==> src/rtl/aes_pkg.sv <==
// ----------------------------------------------------------------------------
// aes_pkg
// Shared AES-128 key schedule definitions used by key_expand and its bench.
//   state_t       : key_expand FSM state encoding (IDLE, EMIT, DONE)
//   AES128_ROUNDS : round keys produced after round key 0 for AES-128
//   RCON_POLY     : GF(2^8) reduction constant applied when Rcon overflows
//   key_t         : 128-bit key, bit 0 = MSB of byte 0
// ----------------------------------------------------------------------------
package aes_pkg;

   typedef enum logic [1:0] {
      IDLE,
      EMIT,
      DONE
   } state_t;

   localparam int AES128_ROUNDS = 10;

   localparam logic [7:0] RCON_POLY = 8'h1b;

   typedef logic [0:127] key_t;

endpackage

==> src/rtl/key_expand_sub_word.sv <==
// ----------------------------------------------------------------------------
// sub_word
// Purely combinational AES SubWord: four parallel S-box lookups, one per byte.
// Ports:
//   word_in  [0:31] : input word, bits 0..7 = byte 0
//   word_out [0:31] : S-box substituted word, same byte order
// ----------------------------------------------------------------------------
module sub_word (
   input  logic [0:31] word_in,
   output logic [0:31] word_out
);

   // Forward AES S-box, indexed by the input byte value.
   localparam logic [7:0] SBOX [0:255] = '{
      8'h63, 8'h7c, 8'h77, 8'h7b, 8'hf2, 8'h6b, 8'h6f, 8'hc5, 8'h30, 8'h01, 8'h67, 8'h2b, 8'hfe, 8'hd7, 8'hab, 8'h76,
      8'hca, 8'h82, 8'hc9, 8'h7d, 8'hfa, 8'h59, 8'h47, 8'hf0, 8'had, 8'hd4, 8'ha2, 8'haf, 8'h9c, 8'ha4, 8'h72, 8'hc0,
      8'hb7, 8'hfd, 8'h93, 8'h26, 8'h36, 8'h3f, 8'hf7, 8'hcc, 8'h34, 8'ha5, 8'he5, 8'hf1, 8'h71, 8'hd8, 8'h31, 8'h15,
      8'h04, 8'hc7, 8'h23, 8'hc3, 8'h18, 8'h96, 8'h05, 8'h9a, 8'h07, 8'h12, 8'h80, 8'he2, 8'heb, 8'h27, 8'hb2, 8'h75,
      8'h09, 8'h83, 8'h2c, 8'h1a, 8'h1b, 8'h6e, 8'h5a, 8'ha0, 8'h52, 8'h3b, 8'hd6, 8'hb3, 8'h29, 8'he3, 8'h2f, 8'h84,
      8'h53, 8'hd1, 8'h00, 8'hed, 8'h20, 8'hfc, 8'hb1, 8'h5b, 8'h6a, 8'hcb, 8'hbe, 8'h39, 8'h4a, 8'h4c, 8'h58, 8'hcf,
      8'hd0, 8'hef, 8'haa, 8'hfb, 8'h43, 8'h4d, 8'h33, 8'h85, 8'h45, 8'hf9, 8'h02, 8'h7f, 8'h50, 8'h3c, 8'h9f, 8'ha8,
      8'h51, 8'ha3, 8'h40, 8'h8f, 8'h92, 8'h9d, 8'h38, 8'hf5, 8'hbc, 8'hb6, 8'hda, 8'h21, 8'h10, 8'hff, 8'hf3, 8'hd2,
      8'hcd, 8'h0c, 8'h13, 8'hec, 8'h5f, 8'h97, 8'h44, 8'h17, 8'hc4, 8'ha7, 8'h7e, 8'h3d, 8'h64, 8'h5d, 8'h19, 8'h73,
      8'h60, 8'h81, 8'h4f, 8'hdc, 8'h22, 8'h2a, 8'h90, 8'h88, 8'h46, 8'hee, 8'hb8, 8'h14, 8'hde, 8'h5e, 8'h0b, 8'hdb,
      8'he0, 8'h32, 8'h3a, 8'h0a, 8'h49, 8'h06, 8'h24, 8'h5c, 8'hc2, 8'hd3, 8'hac, 8'h62, 8'h91, 8'h95, 8'he4, 8'h79,
      8'he7, 8'hc8, 8'h37, 8'h6d, 8'h8d, 8'hd5, 8'h4e, 8'ha9, 8'h6c, 8'h56, 8'hf4, 8'hea, 8'h65, 8'h7a, 8'hae, 8'h08,
      8'hba, 8'h78, 8'h25, 8'h2e, 8'h1c, 8'ha6, 8'hb4, 8'hc6, 8'he8, 8'hdd, 8'h74, 8'h1f, 8'h4b, 8'hbd, 8'h8b, 8'h8a,
      8'h70, 8'h3e, 8'hb5, 8'h66, 8'h48, 8'h03, 8'hf6, 8'h0e, 8'h61, 8'h35, 8'h57, 8'hb9, 8'h86, 8'hc1, 8'h1d, 8'h9e,
      8'he1, 8'hf8, 8'h98, 8'h11, 8'h69, 8'hd9, 8'h8e, 8'h94, 8'h9b, 8'h1e, 8'h87, 8'he9, 8'hce, 8'h55, 8'h28, 8'hdf,
      8'h8c, 8'ha1, 8'h89, 8'h0d, 8'hbf, 8'he6, 8'h42, 8'h68, 8'h41, 8'h99, 8'h2d, 8'h0f, 8'hb0, 8'h54, 8'hbb, 8'h16
   };

   // Each byte is substituted independently, so the four lookups run in parallel.
   assign word_out[0:7]   = SBOX[word_in[0:7]];
   assign word_out[8:15]  = SBOX[word_in[8:15]];
   assign word_out[16:23] = SBOX[word_in[16:23]];
   assign word_out[24:31] = SBOX[word_in[24:31]];

endmodule

==> src/rtl/key_expand.sv <==
// ----------------------------------------------------------------------------
// key_expand
// Streams the AES-128 round keys 0..ROUNDS for a cipher key, one key per cycle
// under a valid/ready handshake.
// Ports:
//   clk, rst_n         : clock, asynchronous active-low reset
//   start              : one-cycle request to expand key_in (honoured in IDLE only)
//   key_in   [0:127]   : cipher key, bit 0 = MSB of byte 0
//   rk_ready           : consumer accepts the current round key
//   rk_valid           : round_key / rk_idx are valid
//   round_key [0:127]  : current round key
//   rk_idx   [0:3]     : round number of round_key
//   busy               : expansion in progress (EMIT or DONE)
//   done               : one-cycle pulse after the last round key is accepted
// Optional feature (macro KEY_EXPAND_STORE_EN):
//   rd_addr  [0:3]     : read address into the stored round keys
//   rd_key   [0:127]   : stored round key, zero for addresses beyond ROUNDS
// ----------------------------------------------------------------------------
module key_expand
   import aes_pkg::*;
#(
   parameter int ROUNDS = AES128_ROUNDS
) (
   input  logic         clk,
   input  logic         rst_n,
   input  logic         start,
   input  key_t         key_in,
   input  logic         rk_ready,
   output logic         rk_valid,
   output key_t         round_key,
   output logic [0:3]   rk_idx,
   output logic         busy,
   output logic         done
`ifdef KEY_EXPAND_STORE_EN
   ,
   input  logic [0:3]   rd_addr,
   output key_t         rd_key
`endif
);

   localparam logic [0:3] LAST_IDX = 4'(ROUNDS);

   state_t      state;
   logic [7:0]  rcon;
   logic        accept;
   logic        last_key;
   logic [0:31] w0, w1, w2, w3;
   logic [0:31] rot_w3, sub_rot_w3;
   logic [0:31] w4, w5, w6, w7;

   // Multiply by x in GF(2^8); Rcon for the next round.
   function automatic logic [7:0] xtime(input logic [7:0] b);
      return {b[6:0], 1'b0} ^ (b[7] ? RCON_POLY : 8'h00);
   endfunction

   assign accept   = rk_valid && rk_ready;
   assign last_key = (rk_idx == LAST_IDX);

   assign w0 = round_key[0:31];
   assign w1 = round_key[32:63];
   assign w2 = round_key[64:95];
   assign w3 = round_key[96:127];

   // RotWord moves byte 0 to the end of the word.
   assign rot_w3 = {w3[8:31], w3[0:7]};

   sub_word u_sub_word (
      .word_in  (rot_w3),
      .word_out (sub_rot_w3)
   );

   // The next round key is a ripple of XORs seeded by the transformed last word.
   assign w4 = w0 ^ sub_rot_w3 ^ {rcon, 24'h000000};
   assign w5 = w4 ^ w1;
   assign w6 = w5 ^ w2;
   assign w7 = w6 ^ w3;

   // Control FSM. All outputs are registered; round_key only moves on an
   // accepted handshake, so it is stable while the consumer stalls. start is
   // only looked at in IDLE, which makes it inert during EMIT and DONE.
   always_ff @(posedge clk or negedge rst_n) begin
      if (!rst_n) begin
         state     <= IDLE;
         rk_valid  <= 1'b0;
         round_key <= '0;
         rk_idx    <= '0;
         rcon      <= 8'h01;
         busy      <= 1'b0;
         done      <= 1'b0;
      end else begin
         case (state)
            IDLE: begin
               done <= 1'b0;
               if (start) begin
                  round_key <= key_in;
                  rk_idx    <= '0;
                  rcon      <= 8'h01;
                  rk_valid  <= 1'b1;
                  busy      <= 1'b1;
                  state     <= EMIT;
               end
            end
            EMIT: begin
               if (accept) begin
                  if (last_key) begin
                     rk_valid <= 1'b0;
                     done     <= 1'b1;
                     state    <= DONE;
                  end else begin
                     round_key <= {w4, w5, w6, w7};
                     rk_idx    <= rk_idx + 4'd1;
                     rcon      <= xtime(rcon);
                  end
               end
            end
            DONE: begin
               done  <= 1'b0;
               busy  <= 1'b0;
               state <= IDLE;
            end
            default: begin
               rk_valid <= 1'b0;
               busy     <= 1'b0;
               done     <= 1'b0;
               state    <= IDLE;
            end
         endcase
      end
   end

`ifdef KEY_EXPAND_STORE_EN
   key_t key_file [0:ROUNDS];

   // Every accepted round key is recorded at its round number; entries from a
   // previous expansion survive until the next expansion overwrites them.
   always_ff @(posedge clk or negedge rst_n) begin
      if (!rst_n) begin
         for (int i = 0; i <= ROUNDS; i++) begin
            key_file[i] <= '0;
         end
      end else if (accept) begin
         key_file[rk_idx] <= round_key;
      end
   end

   // Addresses past the last round have no entry and read back as zero.
   always_comb begin
      rd_key = '0;
      if (rd_addr <= LAST_IDX) begin
         rd_key = key_file[rd_addr];
      end
   end
`endif

endmodule

==> config.mk <==
export PLATFORM = sky130hd
export DESIGN_NAME = key_expand
export DESIGN_NICKNAME = d
export VERILOG_FILES = /design/src/rtl/aes_pkg.sv /design/src/rtl/key_expand_sub_word.sv /design/src/rtl/key_expand.sv
export SDC_FILE = /design/constraint.sdc
export NUM_CORES = 1
export LEC_CHECK = 0
export BUFFER_PORTS_ARGS = -buffer_cell sky130_fd_sc_hd__buf_2
export CAP_MARGIN = 5
export CORE_ASPECT_RATIO = 1.5
export CORE_MARGIN = 2
export CORE_UTILIZATION = 25
export DETAILED_ROUTE_END_ITERATION = 7
export GPL_TIMING_DRIVEN = 0
export PLACE_DENSITY = 0.43
export SKIP_LAST_GASP = 1
export SYNTH_ARGS = -nofsm -noshare
export SYNTH_HDL_FRONTEND = slang
export SYNTH_SLANG_ARGS = --single-unit
export TNS_END_PERCENT = 20
==> constraint.sdc <==
create_clock -name clk -period 12.05 [get_ports clk]
set_input_delay 1.8075 -clock clk [delete_from_list [all_inputs] [get_ports clk]]
set_output_delay 1.8075 -clock clk [all_outputs]
set_load 0.02 [all_outputs]
==> impl_results.md <==
- Most used cell, CP: buf_2
- Post-synthesis async set-or-reset flop share: 100%
- Worst Slack Setup Final: between 5 and 6 ns
- Largest fanout on the critical path: 14
- First-pass GRT wire length: around 260000 um
- DR vias: between 30000 and 40000
- Fin crit period: between 6 and 7 ns
- Worst slack, placed: roughly 5.4 ns
- Clk sinks: 145
- Die height: ~380 um
- Final setup violation count: 0
- Crit path largest cell delay: 1.00 ns
- Req. time, crit path: ~12 ns
- Top-area cell type share of the netlist area: between 10% and 20%
- Top_reg_cell synth: dfrtp_1
- Commonest cells in the netlist: nand2_1 (256), o21ai_0 (249), a21oi_1 (223)
- Ports placed on the boundary: 267
- R2r setup slk: 5.12 ns
- Hold Vio Cnt, Final: 0
- Synthesis-stage register bit count: between 100 and 150
- DRC: 0
- Synth area leader: dfrtp_1
- Max-cap violations: 0
- Post-cts sizing count: 0
- Reg clk slew, reported paths: about 0.090 ns
- Post-synthesis cell area: 0.0232 mm2
- Port Buffers: approximately 270
- CTS Buffer Depth: 2
- Num CTS Buffers: 17
- Syn_nets: between 3000 and 4000
- R2r worst-path depth: 14
- Post-synth EDFFs: 0
- Ys Warns: 0
- WL/cell: a little over 40 um
- Hold Crit Start: busy
- RSZ-0062 raised after global routing: false
- Share of layout cells above drive strength 1: 17.4%
- Worst slew margin: under 10%
- Worst-path cell chain: buf_2, buf_2, clkinv_1, ha_1, clkbuf_1, nor2_1, o21ai_0, o2bb2ai_1, o311ai_0, a21o_1, nand4_1, xnor2_1, nor3_1, a311oi_1
- Antenna violation net count after detailed routing: 0
- Terminus of the critical flop-to-flop path: round_key[21]
- DP Area: 0.0261 mm2
- Final net count: approximately 3700
- Slowest cell on crit path: xnor2_1
- H-Tree Depth: 4
- GP Congestion: around 1.1
- Setup Crit Path Kind: register to register
- Min-delay worst type: register to register
- Design area: 0.0267 mm2
- Status: finished, final reports clean
- Setup bufs post-CTS: 0
- CTS tree: done
- Initial DRC count: 4349
- TritonRoute pass-1 iters: 6
- Total GRT Usage: around two fifths
- Largest net degree at the start of global routing: a little over 90
- Post-route clock skew: around 0.027 ns
- Clock Latency Late Sink: roughly 0.49 ns
- Sum Neg Setup Slack: 0 ns
- Vias in the first global route: 30700
- Hold path cells: 1
- Launch point of the worst reg-to-reg path: round_key[9]
- Fmax: approximately 140 MHz
- Routed WL: between 150000 and 200000 um
- Initial antenna violation count: 13
- Syn-to-layout area delta: 14.8%
- Core box area: ~0.093 mm2
- CTS Root Cell: clkbuf_16
- CP top delay family: buffers and inverters
- Vias/cell: approximately 6.7
- Hold_buf cts: 0
- Post-synth cell types: ~110
- Buf/Inv on CP: 4
- Slew Limit Fails: 0
- Row count: roughly 140
- Initial Util: about 25%
- Least-Margin Pin Slew: about 1.4 ns
- GRT Residual Overflow: 0
- Hold EP: busy
- DP HPWL: ~150000 um
- Crit path DAT: between 7 and 8 ns
- Syn Area/Cell: about 7.3 um2
- Sequential cell area fraction in the yosys report: 15.6%
- Fin crit share: a little under three fifths
- Cells after Synth: about 3200
- Startpoint types: register
- Area contributors post-synth: dfrtp_1 (16%), o21ai_0 (5.4%), a21oi_1 (4.8%)
- Die width: approximately 250 um
- CP Capture Type: register
- Die ar.: ~0.095 mm2
- Most common cell in the synthesized netlist: nand2_1
- Fill cells: approximately 10000
## worst max path at each step
stage	from	endpoint	slack, ns	cells after the start
6_report	round_key[9]	round_key[21]	5.12	14
5_1_grt	round_key[9]	round_key[21]	5.21	14
4_1_cts	round_key[9]	round_key[21]	5.32	14
3_5_place_dp	round_key[9]	round_key[21]	5.36	14
3_3_place_gp	round_key[9]	round_key[21]	5.21	14
2_1_floorplan	round_key[9]	round_key[22]	8.03	14
## worst register-to-register path, stage by stage (launching register included)
cell and delay [ns]:
dfrtp_1 0.81, buf_2 0.39, buf_2 0.32, clkinv_1 0.67, ha_1 0.46, clkbuf_1 0.36, nor2_1 0.83, o21ai_0 0.17
o2bb2ai_1 0.19, o311ai_0 0.38, a21o_1 0.13, nand4_1 0.38, xnor2_1 1.00, nor3_1 0.08, a311oi_1 0.61
## registers in the layout (all words and copies together), names as in the netlist
| name | flops |
|---|---|
| round_key | 128 |
| rk_idx | 4 |
| busy | 1 |
| state | 2 |
| rk_valid | 1 |
| done | 1 |
| rcon | 8 |
## cell usage in the layout (no fill, tap or decap), drive strengths merged, types with 66 or more instances in the layout
cell type | synthesis | final
nor2 | 225 | 225
o21ai | 254 | 254
buf | 186 | 455
xnor2 | 91 | 91
nor2b | 76 | 76
nand3 | 113 | 113
nand2 | 256 | 256
dfrtp | 144 | 144
a21oi | 224 | 224
clkbuf | 192 | 209
nand2b | 91 | 91
nor3 | 113 | 113
a31oi | 66 | 66
## per-stage QoR
stage | cells | hold slack [ns] | utilization, %
6_report | 4681 | 0.493 | 28.8
5_1_grt | 4677 | 0.513 | 28.8
4_1_cts | 4675 | 0.501 | 28.8
3_5_place_dp | 4643 | 0.483 | 28.2
3_3_place_gp | 4640 | 0.470 | 28.1
2_1_floorplan | 3193 | 0.480 | -
## per-layer routing
layer,share of wire [%],global-route usage (%),vias up
met2,46,64.3,2507
li1,-,-,12662
met3,9.0,8.85,849
met1,36,43.4,15461
met4,9.6,30.3,4
met5,0.013,0.104,-
## cells by family (layout without fill, tap and decap cells)
logic type                 count (synthesis)  in the layout  share of synthesized area, %
buffers and inverters                    440            742                          8.39
DFF                                      145            145                          15.6
other                                      0              5                             0
xor gates and xnor gates                 150            150                          6.27
muxes                                    117            117                          7.64
and+or+nand+nor                         1092           1092                          23.5
adders and majority gates                 62             62                          3.34
AOI/OAI and AO/OA                       1187           1187                          35.2
## area by class of cell
class	count	area (um2)	area share [%]
Multi-Input combinational cell	2608	17700	66.2
Sequential cell	145	3630	13.6
Buffer	378	1720	6.44
Tap cell	1181	1480	5.54
Timing Repair Buffer	270	1400	5.25
Clock buffer	17	425	1.59
Inverter	62	233	0.872
Clock inverter	15	128	0.478
Antenna cell	5	12.5	0.0469
Power is not shown: default switching activity piles up to over one toggle a cycle in this logic, so the estimate is an artifact.
